File: config.mk
export PLATFORM = sky130hd
export DESIGN_NAME = final_phase_ctrl_flat
export DESIGN_NICKNAME = d
export VERILOG_FILES = /design/src/rtl/final_phase_ctrl_if.sv /design/src/rtl/final_phase_ctrl.sv /design/src/flat_wrapper.sv
export SDC_FILE = /design/constraint.sdc
export NUM_CORES = 1
export LEC_CHECK = 0
export BUFFER_PORTS_ARGS = -buffer_cell sky130_fd_sc_hd__buf_4
export CAP_MARGIN = 30
export CORE_MARGIN = 2
export CORE_UTILIZATION = 44
export CTS_BUF_LIST = sky130_fd_sc_hd__clkbuf_4
export DETAILED_ROUTE_END_ITERATION = 10
export PLACE_DENSITY = 0.79
export RECOVER_POWER = 25
export SETUP_SLACK_MARGIN = 0.4
export SLEW_MARGIN = 5
export SYNTH_ARGS = -nofsm -noshare
export SYNTH_HDL_FRONTEND = slang
export SYNTH_SLANG_ARGS = --single-unit
File: constraint.sdc
create_clock -name clk -period 1.8 [get_ports clk]
set_input_delay 0.09 -clock clk [delete_from_list [all_inputs] [get_ports clk]]
set_output_delay 0.09 -clock clk [all_outputs]
set_load 0.02 [all_outputs]
File: src/rtl/final_phase_ctrl_if.sv
// Handshake and control bundle between the final packing FSM, its requester
// (start/flags/ack) and the packing datapath (mux selects, register loads).
interface final_phase_ctrl_if #(
    parameter int W_CNT = 16
);
    logic             start;
    logic             ovf_flag;
    logic             unf_flag;
    logic             ack;
    logic             sel_a;
    logic             sel_b;
    logic             ctrl_a;
    logic             ctrl_b;
    logic             busy;
    logic             ready;
    logic             ovf_o;
    logic             unf_o;
    logic [W_CNT-1:0] res_cnt;
    logic [W_CNT-1:0] exc_cnt;

    modport master (
        output start, ovf_flag, unf_flag, ack,
        input  sel_a, sel_b, ctrl_a, ctrl_b, busy, ready, ovf_o, unf_o,
        input  res_cnt, exc_cnt
    );

    modport slave (
        input  start, ovf_flag, unf_flag, ack,
        output sel_a, sel_b, ctrl_a, ctrl_b, busy, ready, ovf_o, unf_o,
        output res_cnt, exc_cnt
    );
endinterface

File: src/rtl/final_phase_ctrl.sv
// Moore FSM sequencing the final IEEE-754 packing stage of the FP adder.
// Normal path: LOAD_RES -> LOAD_OUT -> DONE; exception path: EXC -> DONE.
// All outputs are registered and decoded from the next state, so they line
// up with the state they describe.
// Optional feature: define FINAL_PHASE_PERF_CNT_EN to build the saturating
// result/exception counters; otherwise res_cnt/exc_cnt are tied to 0.
module final_phase_ctrl #(
    parameter bit DONE_HOLD = 1'b1,
    parameter int W_CNT     = 16
) (
    input  logic               clk,
    input  logic               rst,
    final_phase_ctrl_if.slave  bus
);

    typedef enum logic [2:0] {
        IDLE     = 3'd0,
        LOAD_RES = 3'd1,
        LOAD_OUT = 3'd2,
        EXC      = 3'd3,
        DONE     = 3'd4
    } state_t;

    state_t state_q, state_d;
    logic   ovf_lat_q, ovf_lat_d;
    logic   unf_lat_q, unf_lat_d;
    logic   accept;
    logic   exc_path;

    logic sel_a_q,  sel_a_d;
    logic sel_b_q,  sel_b_d;
    logic ctrl_a_q, ctrl_a_d;
    logic ctrl_b_q, ctrl_b_d;
    logic busy_q,   busy_d;
    logic ready_q,  ready_d;
    logic ovf_o_q,  ovf_o_d;
    logic unf_o_q,  unf_o_d;

    // Next state, flag latching and output decode of the next state
    always_comb begin
        state_d   = state_q;
        ovf_lat_d = ovf_lat_q;
        unf_lat_d = unf_lat_q;
        accept    = 1'b0;
        case (state_q)
            IDLE:     accept = bus.start;
            LOAD_RES: state_d = LOAD_OUT;
            LOAD_OUT: state_d = DONE;
            EXC:      state_d = DONE;
            DONE: begin
                // The exit cycle doubles as an accept slot for back-to-back ops
                if (!DONE_HOLD || bus.ack) begin
                    state_d = IDLE;
                    accept  = bus.start;
                end
            end
            default: begin
                state_d   = IDLE;
                ovf_lat_d = 1'b0;
                unf_lat_d = 1'b0;
            end
        endcase
        if (accept) begin
            // Overflow has priority: a simultaneous underflow is dropped
            ovf_lat_d = bus.ovf_flag;
            unf_lat_d = bus.unf_flag & ~bus.ovf_flag;
            state_d   = (bus.ovf_flag || bus.unf_flag) ? EXC : LOAD_RES;
        end

        exc_path = ovf_lat_d | unf_lat_d;
        ctrl_a_d = (state_d == LOAD_RES);
        ctrl_b_d = (state_d == LOAD_OUT) || (state_d == EXC);
        sel_b_d  = (state_d == LOAD_RES) || (state_d == LOAD_OUT) ||
                   ((state_d == DONE) && !exc_path);
        sel_a_d  = ((state_d == EXC) || (state_d == DONE)) && ovf_lat_d;
        ready_d  = (state_d == DONE);
        ovf_o_d  = (state_d == DONE) && ovf_lat_d;
        unf_o_d  = (state_d == DONE) && unf_lat_d;
        busy_d   = (state_d != IDLE);
    end

    // State, latched flags and registered outputs
    always_ff @(posedge clk or negedge rst) begin
        if (!rst) begin
            state_q   <= IDLE;
            ovf_lat_q <= 1'b0;
            unf_lat_q <= 1'b0;
            sel_a_q   <= 1'b0;
            sel_b_q   <= 1'b0;
            ctrl_a_q  <= 1'b0;
            ctrl_b_q  <= 1'b0;
            busy_q    <= 1'b0;
            ready_q   <= 1'b0;
            ovf_o_q   <= 1'b0;
            unf_o_q   <= 1'b0;
        end else begin
            state_q   <= state_d;
            ovf_lat_q <= ovf_lat_d;
            unf_lat_q <= unf_lat_d;
            sel_a_q   <= sel_a_d;
            sel_b_q   <= sel_b_d;
            ctrl_a_q  <= ctrl_a_d;
            ctrl_b_q  <= ctrl_b_d;
            busy_q    <= busy_d;
            ready_q   <= ready_d;
            ovf_o_q   <= ovf_o_d;
            unf_o_q   <= unf_o_d;
        end
    end

    assign bus.sel_a  = sel_a_q;
    assign bus.sel_b  = sel_b_q;
    assign bus.ctrl_a = ctrl_a_q;
    assign bus.ctrl_b = ctrl_b_q;
    assign bus.busy   = busy_q;
    assign bus.ready  = ready_q;
    assign bus.ovf_o  = ovf_o_q;
    assign bus.unf_o  = unf_o_q;

`ifdef FINAL_PHASE_PERF_CNT_EN
    logic [W_CNT-1:0] res_cnt_q, res_cnt_d;
    logic [W_CNT-1:0] exc_cnt_q, exc_cnt_d;

    // Saturating completion counters, bumped on entry into DONE
    always_comb begin
        res_cnt_d = res_cnt_q;
        exc_cnt_d = exc_cnt_q;
        if ((state_q == LOAD_OUT) && (state_d == DONE) && !(&res_cnt_q))
            res_cnt_d = res_cnt_q + 1'b1;
        if ((state_q == EXC) && (state_d == DONE) && !(&exc_cnt_q))
            exc_cnt_d = exc_cnt_q + 1'b1;
    end

    // Counter registers, cleared only by reset
    always_ff @(posedge clk or negedge rst) begin
        if (!rst) begin
            res_cnt_q <= '0;
            exc_cnt_q <= '0;
        end else begin
            res_cnt_q <= res_cnt_d;
            exc_cnt_q <= exc_cnt_d;
        end
    end

    assign bus.res_cnt = res_cnt_q;
    assign bus.exc_cnt = exc_cnt_q;
`else
    assign bus.res_cnt = {W_CNT{1'b0}};
    assign bus.exc_cnt = {W_CNT{1'b0}};
`endif

endmodule

File: src/flat_wrapper.sv
// flat-port wrapper written by rule: the top's interface ports become plain ports
module final_phase_ctrl_flat 
#(
    parameter bit DONE_HOLD = 1'b1,
    parameter int W_CNT     = 16
)
  (clk, rst, bus_start, bus_ovf_flag, bus_unf_flag, bus_ack, bus_sel_a, bus_sel_b, bus_ctrl_a, bus_ctrl_b, bus_busy, bus_ready, bus_ovf_o, bus_unf_o, bus_res_cnt, bus_exc_cnt);
  final_phase_ctrl_if #(.W_CNT(W_CNT)) bus_i ();
  input  logic clk;
  input  logic rst;
  input wire logic [$bits(bus_i.start)-1:0] bus_start;
  input wire logic [$bits(bus_i.ovf_flag)-1:0] bus_ovf_flag;
  input wire logic [$bits(bus_i.unf_flag)-1:0] bus_unf_flag;
  input wire logic [$bits(bus_i.ack)-1:0] bus_ack;
  output wire logic [$bits(bus_i.sel_a)-1:0] bus_sel_a;
  output wire logic [$bits(bus_i.sel_b)-1:0] bus_sel_b;
  output wire logic [$bits(bus_i.ctrl_a)-1:0] bus_ctrl_a;
  output wire logic [$bits(bus_i.ctrl_b)-1:0] bus_ctrl_b;
  output wire logic [$bits(bus_i.busy)-1:0] bus_busy;
  output wire logic [$bits(bus_i.ready)-1:0] bus_ready;
  output wire logic [$bits(bus_i.ovf_o)-1:0] bus_ovf_o;
  output wire logic [$bits(bus_i.unf_o)-1:0] bus_unf_o;
  output wire logic [$bits(bus_i.res_cnt)-1:0] bus_res_cnt;
  output wire logic [$bits(bus_i.exc_cnt)-1:0] bus_exc_cnt;
  assign bus_i.start = bus_start;
  assign bus_i.ovf_flag = bus_ovf_flag;
  assign bus_i.unf_flag = bus_unf_flag;
  assign bus_i.ack = bus_ack;
  assign bus_sel_a = bus_i.sel_a;
  assign bus_sel_b = bus_i.sel_b;
  assign bus_ctrl_a = bus_i.ctrl_a;
  assign bus_ctrl_b = bus_i.ctrl_b;
  assign bus_busy = bus_i.busy;
  assign bus_ready = bus_i.ready;
  assign bus_ovf_o = bus_i.ovf_o;
  assign bus_unf_o = bus_i.unf_o;
  assign bus_res_cnt = bus_i.res_cnt;
  assign bus_exc_cnt = bus_i.exc_cnt;
  final_phase_ctrl #(.DONE_HOLD(DONE_HOLD), .W_CNT(W_CNT)) u_core (.clk(clk), .rst(rst), .bus(bus_i));
endmodule
==> impl_metrics.csv <==
group,metric,value,unit
route,drtIter0Drc,8,
logic_synthesis,syn_avg_cell_area,10.40,sq um
critical_path,cp_data_arrival_time,1.72,ns
power,p_int,0.0007466,W
power,max-vdd-ir-drop,0.0005378,V
route,drc,0,
hold_path,hp-class,"input port to flop",
floorplan,die_h,46.40,um
sta,tns,0,ns
sta,report.final.hold_viol_count,0,
route,via_per_inst,4.217,
global_routing,overflow,0,
status,status,"complete, no violations",
clocking,insertion_delay,0.28,ns
floorplan,core-area,0.001708,sq mm
sta,slew_violations,0,
clocking,cts_num_sinks,13,
sta,setup_viol,0,
layout,final_cells,120,
layout,nNetsFinal,102,
sta,max_slew_margin,55.67,%
place,hpwlAfterDp,873,um
logic_synthesis,synth.distinct_cells,27,
power,comb_power_share,48.3,%
route,dr_total_vias,506,
logic_synthesis,ys_seq_area_share,41.14,%
critical_path,rr_startpoint,"u_core.state_q[1]$_DFF_PN0_",
logic_synthesis,yosys-top-cells-area,"dfrtp_1 (41%), buf_4 (30%), nand2b_1 (2.4%)",
sta,timing.final.crit_share,83.82,%
place,place_ws,0.2163,ns
sta,max_slew.worst_pin.slew,0.6649,ns
layout,num_antenna_cells,0,
floorplan,die_w,46.40,um
clocking,h-tree-depth,1,
critical_path,endpoint_kind,"flop",
power,sequentialPowerShare,37.7,%
critical_path,timing.critical_path.fanout_max,2,
logic_synthesis,synth_top_area_share,41.14,%
clocking,tritoncts,"done",
sta,min_period,1.509,ns
clocking,root_buffer,"clkbuf_4",
power,power.switching_fraction,40.28,%
global_routing,grt_pass1_vias,404,
power,power_switching,0.0005035,W
hold_path,hold_start,"bus_start",
layout,area_growth,8.861,%
logic_synthesis,ys_ff_latch,13,
sta,fmax,0.6628,GHz
flow_run,cap_viol_max_count,0,
place,dp_cells,112,
floorplan,start_util,46.30,%
place,gp_congestion,0.8051,
global_routing,grt.total_usage,12.37,%
critical_path,required,2.01,ns
global_routing,grt_pass1_wl,1711,um
power,power_density,1452,mW/mm^2
sta,rsz0062_at_grt,"yes",
clocking,cts-buffers-inserted,3,
logic_synthesis,synth_cells,76,
route,wl,1288,um
floorplan,die_area,0.002153,sq mm
logic_synthesis,yosys_warnings,0,
route,wl_per_cell,10.73,um
logic_synthesis,syn_area,790.8,sq um
clocking,path_clk_slew,0.08,ns
sta,fin_skew,0.005229,ns
global_routing,antenna_found_initial,0,
critical_path,path_class,"flop to flop",
route,dr.pass1.iters,4,
layout,drive_gt1_share,30.53,%
logic_synthesis,synth_top_area_cell,"dfrtp_1",
power,pwr-share-clk,14.0,%
sta,setup_slack,0.2912,ns
floorplan,num_rows,15,
critical_path,cp-start-kind,"flop",
place,port_buffers,13,
sta,holdWs,0.05330,ns
floorplan,ios,46,
route,drtAntennaViolNets,0,
power,leakagePower,0.4658,nW
global_routing,grt_max_degree,14,
clocking,cts.path.max_buffers,2,
critical_path,startpoint,"u_core.state_q[1]$_DFF_PN0_",
-- registers in the layout (all words and copies together) (netlist names) --
register / count
u_core.bus.sel_b: 1
u_core.unf_lat_q: 1
u_core.bus.ready: 1
u_core.state_q: 3
u_core.bus.ctrl_a: 1
u_core.bus.unf_o: 1
u_core.bus.ovf_o: 1
u_core.bus.busy: 1
u_core.bus.ctrl_b: 1
u_core.bus.sel_a: 1
u_core.ovf_lat_q: 1
-- power groups by stage --
stage	clock, W	combinational (W)	sequential (W)
after floorplan	0	0.000362	0.000542
after global placement	0	0.000492	0.000486
after detailed placement	0	0.000499	0.000492
after CTS	0.000179	0.000582	0.000464
after global routing	0.000192	0.000650	0.000481
final	0.000175	0.000604	0.000471
-- final cells by class --
class | instances | area (sq um)
fillers | 158 | 847.1
clock inverters | 1 | 5.005
multi-input cells | 59 | 337.8
repair buffers | 17 | 126.4
flip-flops and latches | 13 | 327.8
clock buffers | 3 | 22.52
well taps | 25 | 31.28
inverters | 2 | 10.01
-- stage by stage --
step / area [sq um] / total power, W / util [%]
2_1_floorplan: 907.1 / 0.0009040 / -
3_3_place_gp: 784.5 / 0.0009782 / 45.93
3_5_place_dp: 784.5 / 0.0009910 / 45.93
4_1_cts: 857.1 / 0.001225 / 50.18
5_1_grt: 860.8 / 0.001323 / 50.40
6_report: 860.8 / 0.001250 / 50.40
-- worst max-delay path: stages, from the launching register on --
cell,delay [ns]
dfrtp_2,0.41
or3b_4,0.40
or4b_4,0.50
a21boi_2,0.13
-- logic make-up after synthesis --
| group | after synthesis | synth area share, % |
|---|---|---|
| and+or+nand+nor | 14 | 12.50 |
| AOI/OAI and AO/OA | 12 | 11.86 |
| buffers and inverters | 35 | 32.75 |
| muxes | 1 | 1.266 |
| DFF | 13 | 41.14 |
| other | 1 | 0.4742 |
-- what timing repair did --
action | in CTS | in global routing
setup endpoints to repair | 6 | 7
setup buffers | 3 | 0
endpoints found under the hold margin | 13 | 0
hold buffers | 1 | 0
gates resized for setup | 5 | 2
-- metal layers --
| metal | part of all wire (%) | GRT usage, % | routed length [um] | up-vias |
|---|---|---|---|---|
| met5 | 0 | 0 | 0 | - |
| met4 | 3.2 | 8.571 | 41 | 0 |
| met3 | 9.9 | 4.314 | 127 | 6 |
| met2 | 53 | 22.50 | 679 | 31 |
| met1 | 34 | 11.17 | 439 | 238 |
| li1 | - | - | - | 231 |
-- worst paths after layout --
| kind | cells after the start | to | slack (ns) |
|---|---|---|---|
| hold / removal | 2 | u_core.bus.busy$_DFF_PN0_ | 0.05 |
| setup reg to reg | 3 | u_core.bus.unf_o$_DFF_PN0_ | 0.29 |
| min in group asynchronous | 2 | u_core.bus.ovf_o$_DFF_PN0_ | 0.36 |
| setup / recovery | 3 | u_core.bus.unf_o$_DFF_PN0_ | 0.29 |
| hold reg to reg | 1 | u_core.bus.ovf_o$_DFF_PN0_ | 0.61 |
| max in group asynchronous | 2 | u_core.state_q[0]$_DFF_PN0_ | 0.97 |
-- synthesized netlist by cell type --
cell and number:
and2_1 1, nor3b_1 2, a22o_1 1, buf_6 1
nor4b_1 1, or3b_4 1, o41a_1 1, a21o_1 2
a21boi_2 1, nor2_1 1, conb_1 1, or2_2 1
or4b_4 1, o211ai_1 2, o21ai_0 1, nor2b_1 1
o21ai_1 1, nand2b_1 3, a211oi_1 1, dfrtp_1 13
o31ai_1 2, nor3_1 1, inv_2 1, mux2i_1 1
inv_1 1, nand2_1 1, buf_4 32
-- layout by cell type, fill, tap and decap left out, types with 2 or more instances in the layout --
| master | Yosys | final |
|---|---|---|
| dfrtp_1 | 13 | 11 |
| nor3b_1 | 2 | 2 |
| nand2b_1 | 3 | 2 |
| conb_1 | 1 | 32 |
| buf_4 | 32 | 15 |
| a21o_1 | 2 | 2 |
| dfrtp_2 | 0 | 2 |
| o211ai_1 | 2 | 2 |
| clkbuf_4 | 0 | 3 |
Note: power is estimated with default switching activity, not from simulation.
